===== src/rtl/param_instcache.sv =====
// param_instcache: parametrised direct-mapped instruction cache with a
// two-state fill FSM, flush input and a stall output for the fetch port.
// Hits return the addressed word combinationally in the same cycle; a miss
// stalls the CPU and fetches one whole line from instruction memory.
// Optional feature macro: ICACHE_STATS_EN adds saturating 16-bit
// hit_count / miss_count outputs.
module param_instcache #(
  parameter int ADDR_W   = 10,
  parameter int INDEX_W  = 3,
  parameter int OFFSET_W = 2,
  localparam int TAG_W   = ADDR_W - INDEX_W - OFFSET_W - 2,
  localparam int LINE_W  = 32 * (2 ** OFFSET_W),
  localparam int MA_W    = ADDR_W - OFFSET_W - 2
) (
  input  logic              clock,
  input  logic              reset,
  input  logic              read,
  input  logic [ADDR_W-1:0] address,
  input  logic              flush,
  output logic [31:0]       instruction,
  output logic              busywait,
  output logic              mem_read,
  output logic [MA_W-1:0]   mem_address,
  input  logic [LINE_W-1:0] mem_readdata,
`ifdef ICACHE_STATS_EN
  output logic [15:0]       hit_count,
  output logic [15:0]       miss_count,
`endif
  input  logic              mem_busywait
);

  localparam int LINES = 2 ** INDEX_W;
  localparam int WORDS = 2 ** OFFSET_W;

  typedef enum logic [0:0] {
    IDLE     = 1'b0,
    MEM_READ = 1'b1
  } state_e;

  state_e              state_q, state_d;
  logic [MA_W-1:0]     mem_addr_q, mem_addr_d;
  logic [LINES-1:0]    valid_q, valid_d;
  logic [TAG_W-1:0]    tag_q  [LINES];
  logic [LINE_W-1:0]   data_q [LINES];
  logic                just_filled_q;

  logic [TAG_W-1:0]    cpu_tag;
  logic [INDEX_W-1:0]  cpu_index;
  logic [OFFSET_W-1:0] cpu_word;
  logic [INDEX_W-1:0]  fill_index;
  logic [TAG_W-1:0]    fill_tag;
  logic                hit;
  logic                fill_en;
  logic [31:0]         sel_word;
  logic                unused_byte_bits;

  // Address split; byte-in-word bits are never used by an instruction fetch.
  assign cpu_tag          = address[ADDR_W-1 -: TAG_W];
  assign cpu_index        = address[ADDR_W-TAG_W-1 -: INDEX_W];
  assign cpu_word         = address[OFFSET_W+1 : 2];
  assign unused_byte_bits = ^address[1:0];

  // The fill always targets the line latched on the miss edge, not the
  // live CPU address, which may wander during the stall.
  assign fill_index = mem_addr_q[INDEX_W-1:0];
  assign fill_tag   = mem_addr_q[MA_W-1 -: TAG_W];

  assign hit     = valid_q[cpu_index] && (tag_q[cpu_index] == cpu_tag);
  assign fill_en = (state_q == MEM_READ) && !mem_busywait && !reset;

  // Select the addressed word out of the indexed line.
  always_comb begin
    sel_word = '0;
    for (int w = 0; w < WORDS; w++) begin
      if (cpu_word == w[OFFSET_W-1:0]) sel_word = data_q[cpu_index][w*32 +: 32];
    end
  end

  // Fetch-port outputs: stall unless an IDLE hit, word only on an IDLE hit.
  always_comb begin
    busywait    = 1'b0;
    instruction = '0;
    if (!reset) busywait = read && !((state_q == IDLE) && hit);
    if ((state_q == IDLE) && hit) instruction = sel_word;
  end

  assign mem_read    = (state_q == MEM_READ);
  assign mem_address = mem_addr_q;

  // Next-state logic for the FSM, line address latch and valid bits.
  always_comb begin
    state_d    = state_q;
    mem_addr_d = mem_addr_q;
    valid_d    = valid_q;
    case (state_q)
      IDLE: begin
        if (read && !hit) begin
          state_d    = MEM_READ;
          mem_addr_d = {cpu_tag, cpu_index};
        end
      end
      MEM_READ: begin
        if (!mem_busywait) state_d = IDLE;
      end
      default: state_d = IDLE;
    endcase
    // Flush wipes every line, but a line landing on the same edge survives.
    if (flush)   valid_d = '0;
    if (fill_en) valid_d[fill_index] = 1'b1;
  end

  // FSM and control registers with synchronous reset.
  always_ff @(posedge clock) begin
    if (reset) begin
      state_q       <= IDLE;
      mem_addr_q    <= '0;
      valid_q       <= '0;
      just_filled_q <= 1'b0;
    end else begin
      state_q       <= state_d;
      mem_addr_q    <= mem_addr_d;
      valid_q       <= valid_d;
      just_filled_q <= fill_en;
    end
  end

  // Tag and data arrays; contents are meaningless until the valid bit is set.
  always_ff @(posedge clock) begin
    if (fill_en) begin
      tag_q[fill_index]  <= fill_tag;
      data_q[fill_index] <= mem_readdata;
    end
  end

`ifdef ICACHE_STATS_EN
  logic [15:0] hit_count_q, miss_count_q;

  // Saturating counters; the hit that completes a fill is not a real hit.
  always_ff @(posedge clock) begin
    if (reset) begin
      hit_count_q  <= '0;
      miss_count_q <= '0;
    end else begin
      if ((state_q == IDLE) && read && hit && !just_filled_q && (hit_count_q != 16'hFFFF))
        hit_count_q <= hit_count_q + 16'd1;
      if ((state_q == IDLE) && (state_d == MEM_READ) && (miss_count_q != 16'hFFFF))
        miss_count_q <= miss_count_q + 16'd1;
    end
  end

  assign hit_count  = hit_count_q;
  assign miss_count = miss_count_q;
`else
  logic unused_just_filled;
  assign unused_just_filled = just_filled_q;
`endif

endmodule


===== config.mk =====
export PLATFORM = sky130hd
export DESIGN_NAME = param_instcache
export DESIGN_NICKNAME = d
export VERILOG_FILES = /design/src/rtl/param_instcache.sv
export SDC_FILE = /design/constraint.sdc
export NUM_CORES = 1
export LEC_CHECK = 0
export ABC_CLOCK_PERIOD_IN_PS = 30800
export BUFFER_PORTS_ARGS = -buffer_cell sky130_fd_sc_hd__buf_2
export CORE_ASPECT_RATIO = 0.5
export CORE_MARGIN = 4
export CORE_UTILIZATION = 66
export DETAILED_ROUTE_END_ITERATION = 8
export PLACE_DENSITY = 0.85
export SLEW_MARGIN = 30
export SYNTH_ARGS = -nofsm -noshare
export SYNTH_HDL_FRONTEND = slang
export SYNTH_SLANG_ARGS = --single-unit

===== constraint.sdc =====
create_clock -name clock -period 30.8 [get_ports clock]
set_clock_uncertainty 0.15 [all_clocks]
set_input_delay 6.16 -clock clock [delete_from_list [all_inputs] [get_ports clock]]
set_output_delay 6.16 -clock clock [all_outputs]
set_load 0.03 [all_outputs]

==> results of run 1 <==
cells in the final DEF, fill, tap and decap left out, types with 31 or more instances in the layout:
master and count:
buf_4 32, nor2b_1 31, mux4_2 299, clkbuf_16 89, mux2i_1 50, a211oi_1 52
buf_2 176, edfxtp_1 1048, nand2_1 40
metal layers:
layer,vias up,GRT usage [%]
li1,7744,-
met1,10600,44.1
met2,2235,51.6
met3,481,5.72
met4,20,13.0
met5,-,0
kinds of logic (layout without fill, tap and decap cells):
family	count (synthesis)	in the layout	share of synthesized area, %
multiplexers	350	350	17.8
AND/OR/NAND/NOR	95	95	1.14
XOR/XNOR	3	3	0.0645
flip-flops	1063	1063	78.0
AO/OA/AOI/OAI	89	89	1.76
other	0	23	0
buffers and inverters	99	367	1.22
power groups by stage:
stage          clock, mW  combinational, mW  sequential, mW
5_1_grt             1.13              0.151            1.60
6_report            1.06              0.146            1.60
2_1_floorplan          0             0.0799            1.63
3_3_place_gp           0              0.127            1.63
4_1_cts             1.05              0.139            1.60
3_5_place_dp           0              0.133            1.63
registers in the layout (all words and copies together) (netlist names):
signal / cells
data_q: 1024
valid_q: 8
mem_address: 6
mem_read: 1
tag_q: 24
Yosys cell counts:
| cell | number |
|---|---|
| a211o_1 | 26 |
| a211oi_1 | 52 |
| a21oi_1 | 3 |
| a41oi_4 | 1 |
| and2_1 | 1 |
| buf_1 | 7 |
| buf_2 | 51 |
| buf_4 | 12 |
| buf_6 | 2 |
| clkbuf_1 | 25 |
| clkinv_1 | 1 |
| dfxtp_1 | 15 |
| edfxtp_1 | 1048 |
| inv_1 | 1 |
| mux2_2 | 1 |
| mux2i_1 | 50 |
| mux4_2 | 299 |
| nand2_1 | 40 |
| nand2b_1 | 4 |
| nand4_1 | 1 |
| nor2_1 | 9 |
| nor2b_1 | 31 |
| nor3_1 | 8 |
| nor3b_1 | 1 |
| o211a_1 | 1 |
| o21a_1 | 6 |
| xor2_1 | 3 |
cell type report:
cell class                 instances  area, um^2
sequential                      1063       31800
fill                            2905       15900
multi-input combinational        537        8510
clock buffer                     107        2290
timing repair buffer             218        1300
tap                              825        1030
clock inverter                    40         219
antenna                           23        57.6
inverter                           2        7.51
critical path: stages:
cell	delay, ns
buf_8	0.21
buf_16	0.38
buf_6	0.62
buf_12	0.44
buf_16	0.44
mux4_2	0.62
mux4_2	0.60
nand2_1	0.20
a211oi_1	0.12
buf_2	0.22
metrics by stage:
step	worst slack, ns	hold WS [ns]
final	14.25	0.464
after global routing	13.88	0.437
after CTS	14.17	0.437
after detailed placement	14.20	0.351
after global placement	13.99	0.322
after floorplan	14.42	0.305
worst paths after layout:
kind	to	slack, ns	cells after the start
max	instruction[27]	14.25	10
min	valid_q[4]	0.46	2
max reg2reg	data_q[5][74]	26.91	5
min reg2reg	valid_q[4]	0.46	2
==> summary.txt, run 1 <==
Final Hold Viols: 0
Synth area leaders: edfxtp_1 (77%), mux4_2 (17%), mux2i_1 (1.2%), a211oi_1 (0.96%), dfxtp_1 (0.74%)
vias in the first global route: 20500
Worst Tran Pin Value: 1.05 ns
top cell type's share of synthesized area: 77.3%
Initial Util: 66.6%
first-pass GRT wire length: 150 mm
H-tree depth: 3
final number of max-transition violations: 0
design area: 45200 um^2
PwrDens: 62.2 nW/um^2
fin nets: 2050
Worst setup EP type: output pin
clock network latency to the later pin of the worst-skew pair: 0.63 ns
fmax: 60.4 MHz
switching share of power: 21.9%
Hold Buf Count CTS: 0
post-CTS setup buffer count: 0
min-delay src: valid_q[4]
cts bufs inserted: 85
P_sw: 0.614 mW
DIE AREA: 66000 um^2
Core ar.: 61100 um^2
post-synthesis register bit count: 1063
CP max FO: 63
Synth cell types: 27
CP arrival: 10.24 ns
min cycle time layout: 16.55 ns
Vias/cell: 7.50
status: finished clean
drt pass-1 iters: 8
GP Congestion: 0.810
final setup fails: 0
Clock Power Share: 37.9%
Mapped Cells: 1699
period utilisation layout: 53.7%
# DRC: 0
Worst EP required: 24.49 ns
post-route ant nets: 0
sequential cell area fraction in the yosys report: 78.0%
Worst R2R Start: mem_read
gr ovfl total: 0
Synth Cell Area: 40700 um^2
crit path kind: in -> out
CP startpoint kind: input pin
synthesis warning total: 0
clk root buf: clkbuf_16
worst vdd ir: 0.0000378 V
Starting DRT DRC Count: 3869
logic gate share of total power: 5.2%
total power: 2.81 mW
DRT met1 WL: 35.1 mm
Leak Pwr: 14.4 nW
RSZ-0062 raised after global routing: no
Final Util: 74.0%
WL met3: 14.3 mm
setup TNS: 0 ns
Synth Area per Inst: 24.0 um^2
clk sinks: 1063
Rows: 64
layout cells sized above 1: 32.1%
Hold WC Path Type: reg -> reg
met2 wire len: 54.6 mm
Clock Path Buffers: 3
final WL: 111 mm
DR WL/cell: 39.5 um
Die Span X: 359 um
GRT Util Overall: 31.7%
port bufs: 180
max-capacitance violation count: 0
Finished Layout Cells: 2815
CTS tree: yes
largest net degree at the start of global routing: 146
Area Overhead vs Synth: 11.0%
top sig layer: met5
placed cell area: 42600 um^2
hpwl dp: 49.0 mm
Sequential Power Share: 56.9%
via count: 21100
dpl cells: 2643
Clock Pin Slew Worst Setup and Hold Paths: 0.07 ns
biggest area consumer among synthesized cells: edfxtp_1
DIE HEIGHT: 184 um
internal power: 2.19 mW
initial antenna violation count: 27
Max-slew headroom: 29.8%
Mapped Nets: 1842
Worst Setup SP: address[4]
total of cells resized after clock tree synthesis: 0
Top Ports: 183
No activity file was read; power rests on OpenSTA's default activity.
==> inputs of run 2 (changes only) <==
- ABC_CLOCK_PERIOD_IN_PS: 30800 -> 16550
- CORE_UTILIZATION: 66 -> 61
- PLACE_DENSITY: 0.85 -> 0.79
- clock period: 30.8 -> 16.55 ns (I/O delays scaled with it)
==> run 2 against run 1 <==
  * Clock-buffer cell count rose by 9
  * Cell count rose by 2.3%
  * Utilization decreased by 4.5 points
  * Power increased by 87%
  * Final area rose by 0.69%
  * Critical endpoint is now instruction[1]
  * First-iteration DRC count down 25%
  * Register-to-register slack got worse by 15 ns
  * Highest routed layer unchanged
  * Hold slack lost 0.12 ns
  * Sequential power rose by 86%
  * Global-route usage decreased by 5.5 points
==> summary.txt, run 2 (synthesized netlist as in run 1, its figures left out) <==
post-CTS setup buffer count: 0
Clock Pin Slew Worst Setup and Hold Paths: 0.06 ns
RSZ-0062 raised after global routing: no
Worst setup EP type: output pin
Worst EP required: 13.09 ns
biggest regs: data_q: 1024 flops, tag_q: 24 flops, valid_q: 8 flops
largest net degree at the start of global routing: 133
Clock Power Share: 38.8%
H-tree depth: 3
DR WL/cell: 32.1 um
Crit-path slowest cell: buf_4
setup TNS: 0 ns
port bufs: 180
Rows: 66
CP Buf/Inv Count: 5
final hold slack: 0.345 ns
min cycle time layout: 10.71 ns
Worst Tran Pin Value: 1.00 ns
Sequential Power Share: 56.5%
max-capacitance violation count: 0
Vias/cell: 6.70
Hold Buf Count CTS: 0
P_sw: 1.11 mW
crit path kind: in -> out
via count: 19300
Top Ports: 183
vias in the first global route: 19700
leading cell type in the layout, fill and taps excluded: edfxtp_1
worst hold path depth: 2
Initial Util: 62.2%
internal power: 4.16 mW
GP Congestion: 0.746
CP startpoint kind: input pin
Hold WC Path Type: reg -> reg
largest reg by FF count: data_q
first-pass GRT wire length: 136 mm
final setup fails: 0
worst vdd ir: 0.0000723 V
Reg2Reg Setup Slack: 12.05 ns
fin nets: 2050
clock network latency to the later pin of the worst-skew pair: 0.65 ns
R2R cell count: 5
final WL: 92.5 mm
post-route ant nets: 0
switching share of power: 21.1%
Leak Pwr: 14.5 nW
clk sinks: 1063
worst-case hold path end point: valid_q[2]
Clock Path Buffers: 3
Final Hold Viols: 0
worst path cell trace: buf_8 -> buf_4 -> buf_12 -> buf_16 -> mux4_2 -> mux4_2 -> mux2i_1 -> nor3_1 -> buf_2
DIE AREA: 71200 um^2
# DRC: 0
RR Endpoint: tag_q[5][1]
Core ar.: 65500 um^2
fmax: 93.3 MHz
Die Span X: 373 um
drt pass-1 iters: 5
CP arrival: 7.25 ns
commonest cells after routing, fill and taps aside: edfxtp_1 (1048), mux4_2 (299), buf_2 (176)
Area Overhead vs Synth: 11.7%
Worst R2R Start: mem_read
final number of max-transition violations: 0
status: finished clean
min-delay src: valid_q[2]
max reg flops: 1024
DIE HEIGHT: 191 um
Max-slew headroom: 33.1%
max incr delay on CP: 0.78 ns
cts bufs inserted: 87
initial antenna violation count: 22
Starting DRT DRC Count: 2903
GRT Util Overall: 26.2%
total of cells resized after clock tree synthesis: 0
PwrDens: 116 nW/um^2
gr ovfl total: 0
CP top delay family: buffers and inverters
Most Frequent Cell on Critical Path: mux4_2
logic gate share of total power: 4.7%
layout cells sized above 1: 33.0%
CTS tree: yes
clk root buf: clkbuf_16
CP max FO: 54
hpwl dp: 45.7 mm
period utilisation layout: 64.7%
## run 2: cell types whose count changed in the layout (fill, tap and decap cells not counted), moves of 2 or more
cell,change
clkinv_1,-16
inv_6,+4
clkbuf_1,+7
diode_2,-6
bufinv_16,+3
clkinv_2,+6
clkinv_8,+2
clkbuf_8,+3
buf_4,-4
clkinvlp_4,+5
## run 2: cell type report
cell class                 instances  area, um^2
inverter                           2        7.51
timing repair buffer             216        1310
fill                            3576       20000
antenna                           17        42.5
multi-input combinational        537        8510
clock inverter                    45         414
clock buffer                     116        2340
tap                              884        1110
sequential                      1063       31800
## run 2: routing by layer
| metal | track usage (%) | vias up | share of wire [%] |
|---|---|---|---|
| li1 | - | 7758 | - |
| met1 | 37.7 | 10100 | 38 |
| met2 | 42.2 | 1211 | 50 |
| met3 | 4.14 | 182 | 8.9 |
| met4 | 9.21 | 8 | 3.1 |
| met5 | 0 | - | 0.044 |
## run 2: through the flow
| stage | total power [mW] | instances | util, % | setup WS [ns] | cell area [um^2] |
|---|---|---|---|---|---|
| after floorplan | 3.19 | 1699 | - | 3.02 | 40700 |
| after global placement | 3.27 | 2698 | 65.0 | 5.89 | 42600 |
| after detailed placement | 3.28 | 2700 | 65.1 | 5.89 | 42600 |
| after CTS | 5.27 | 2861 | 69.3 | 5.77 | 45400 |
| after global routing | 5.43 | 2879 | 69.5 | 5.47 | 45500 |
| final | 5.26 | 2880 | 69.5 | 5.84 | 45500 |
## run 2: worst max path at each step
stage / start / end / slack, ns / cells past startpoint
after CTS: address[4] / instruction[1] / 5.77 / 8
after global placement: address[4] / instruction[1] / 5.89 / 8
after floorplan: mem_busywait / valid_q[1] / 3.02 / 4
final: address[4] / instruction[1] / 5.84 / 9
after detailed placement: address[4] / instruction[1] / 5.89 / 8
after global routing: address[4] / instruction[1] / 5.47 / 9
## run 2: worst register-to-register path: stages (launching register included)
cell     delay (ns)
dfxtp_2        0.88
nor3b_1        0.35
nand2_1        0.29
nor2_4         0.78
buf_6          0.66
buf_4          0.93
## run 2: power by group through the flow
stage	clock network, mW	registers [mW]	logic [mW]
final	2.04	2.97	0.248
after global routing	2.19	2.97	0.265
after CTS	2.05	2.98	0.248
after detailed placement	0	3.03	0.242
after global placement	0	3.03	0.234
after floorplan	0	3.04	0.149
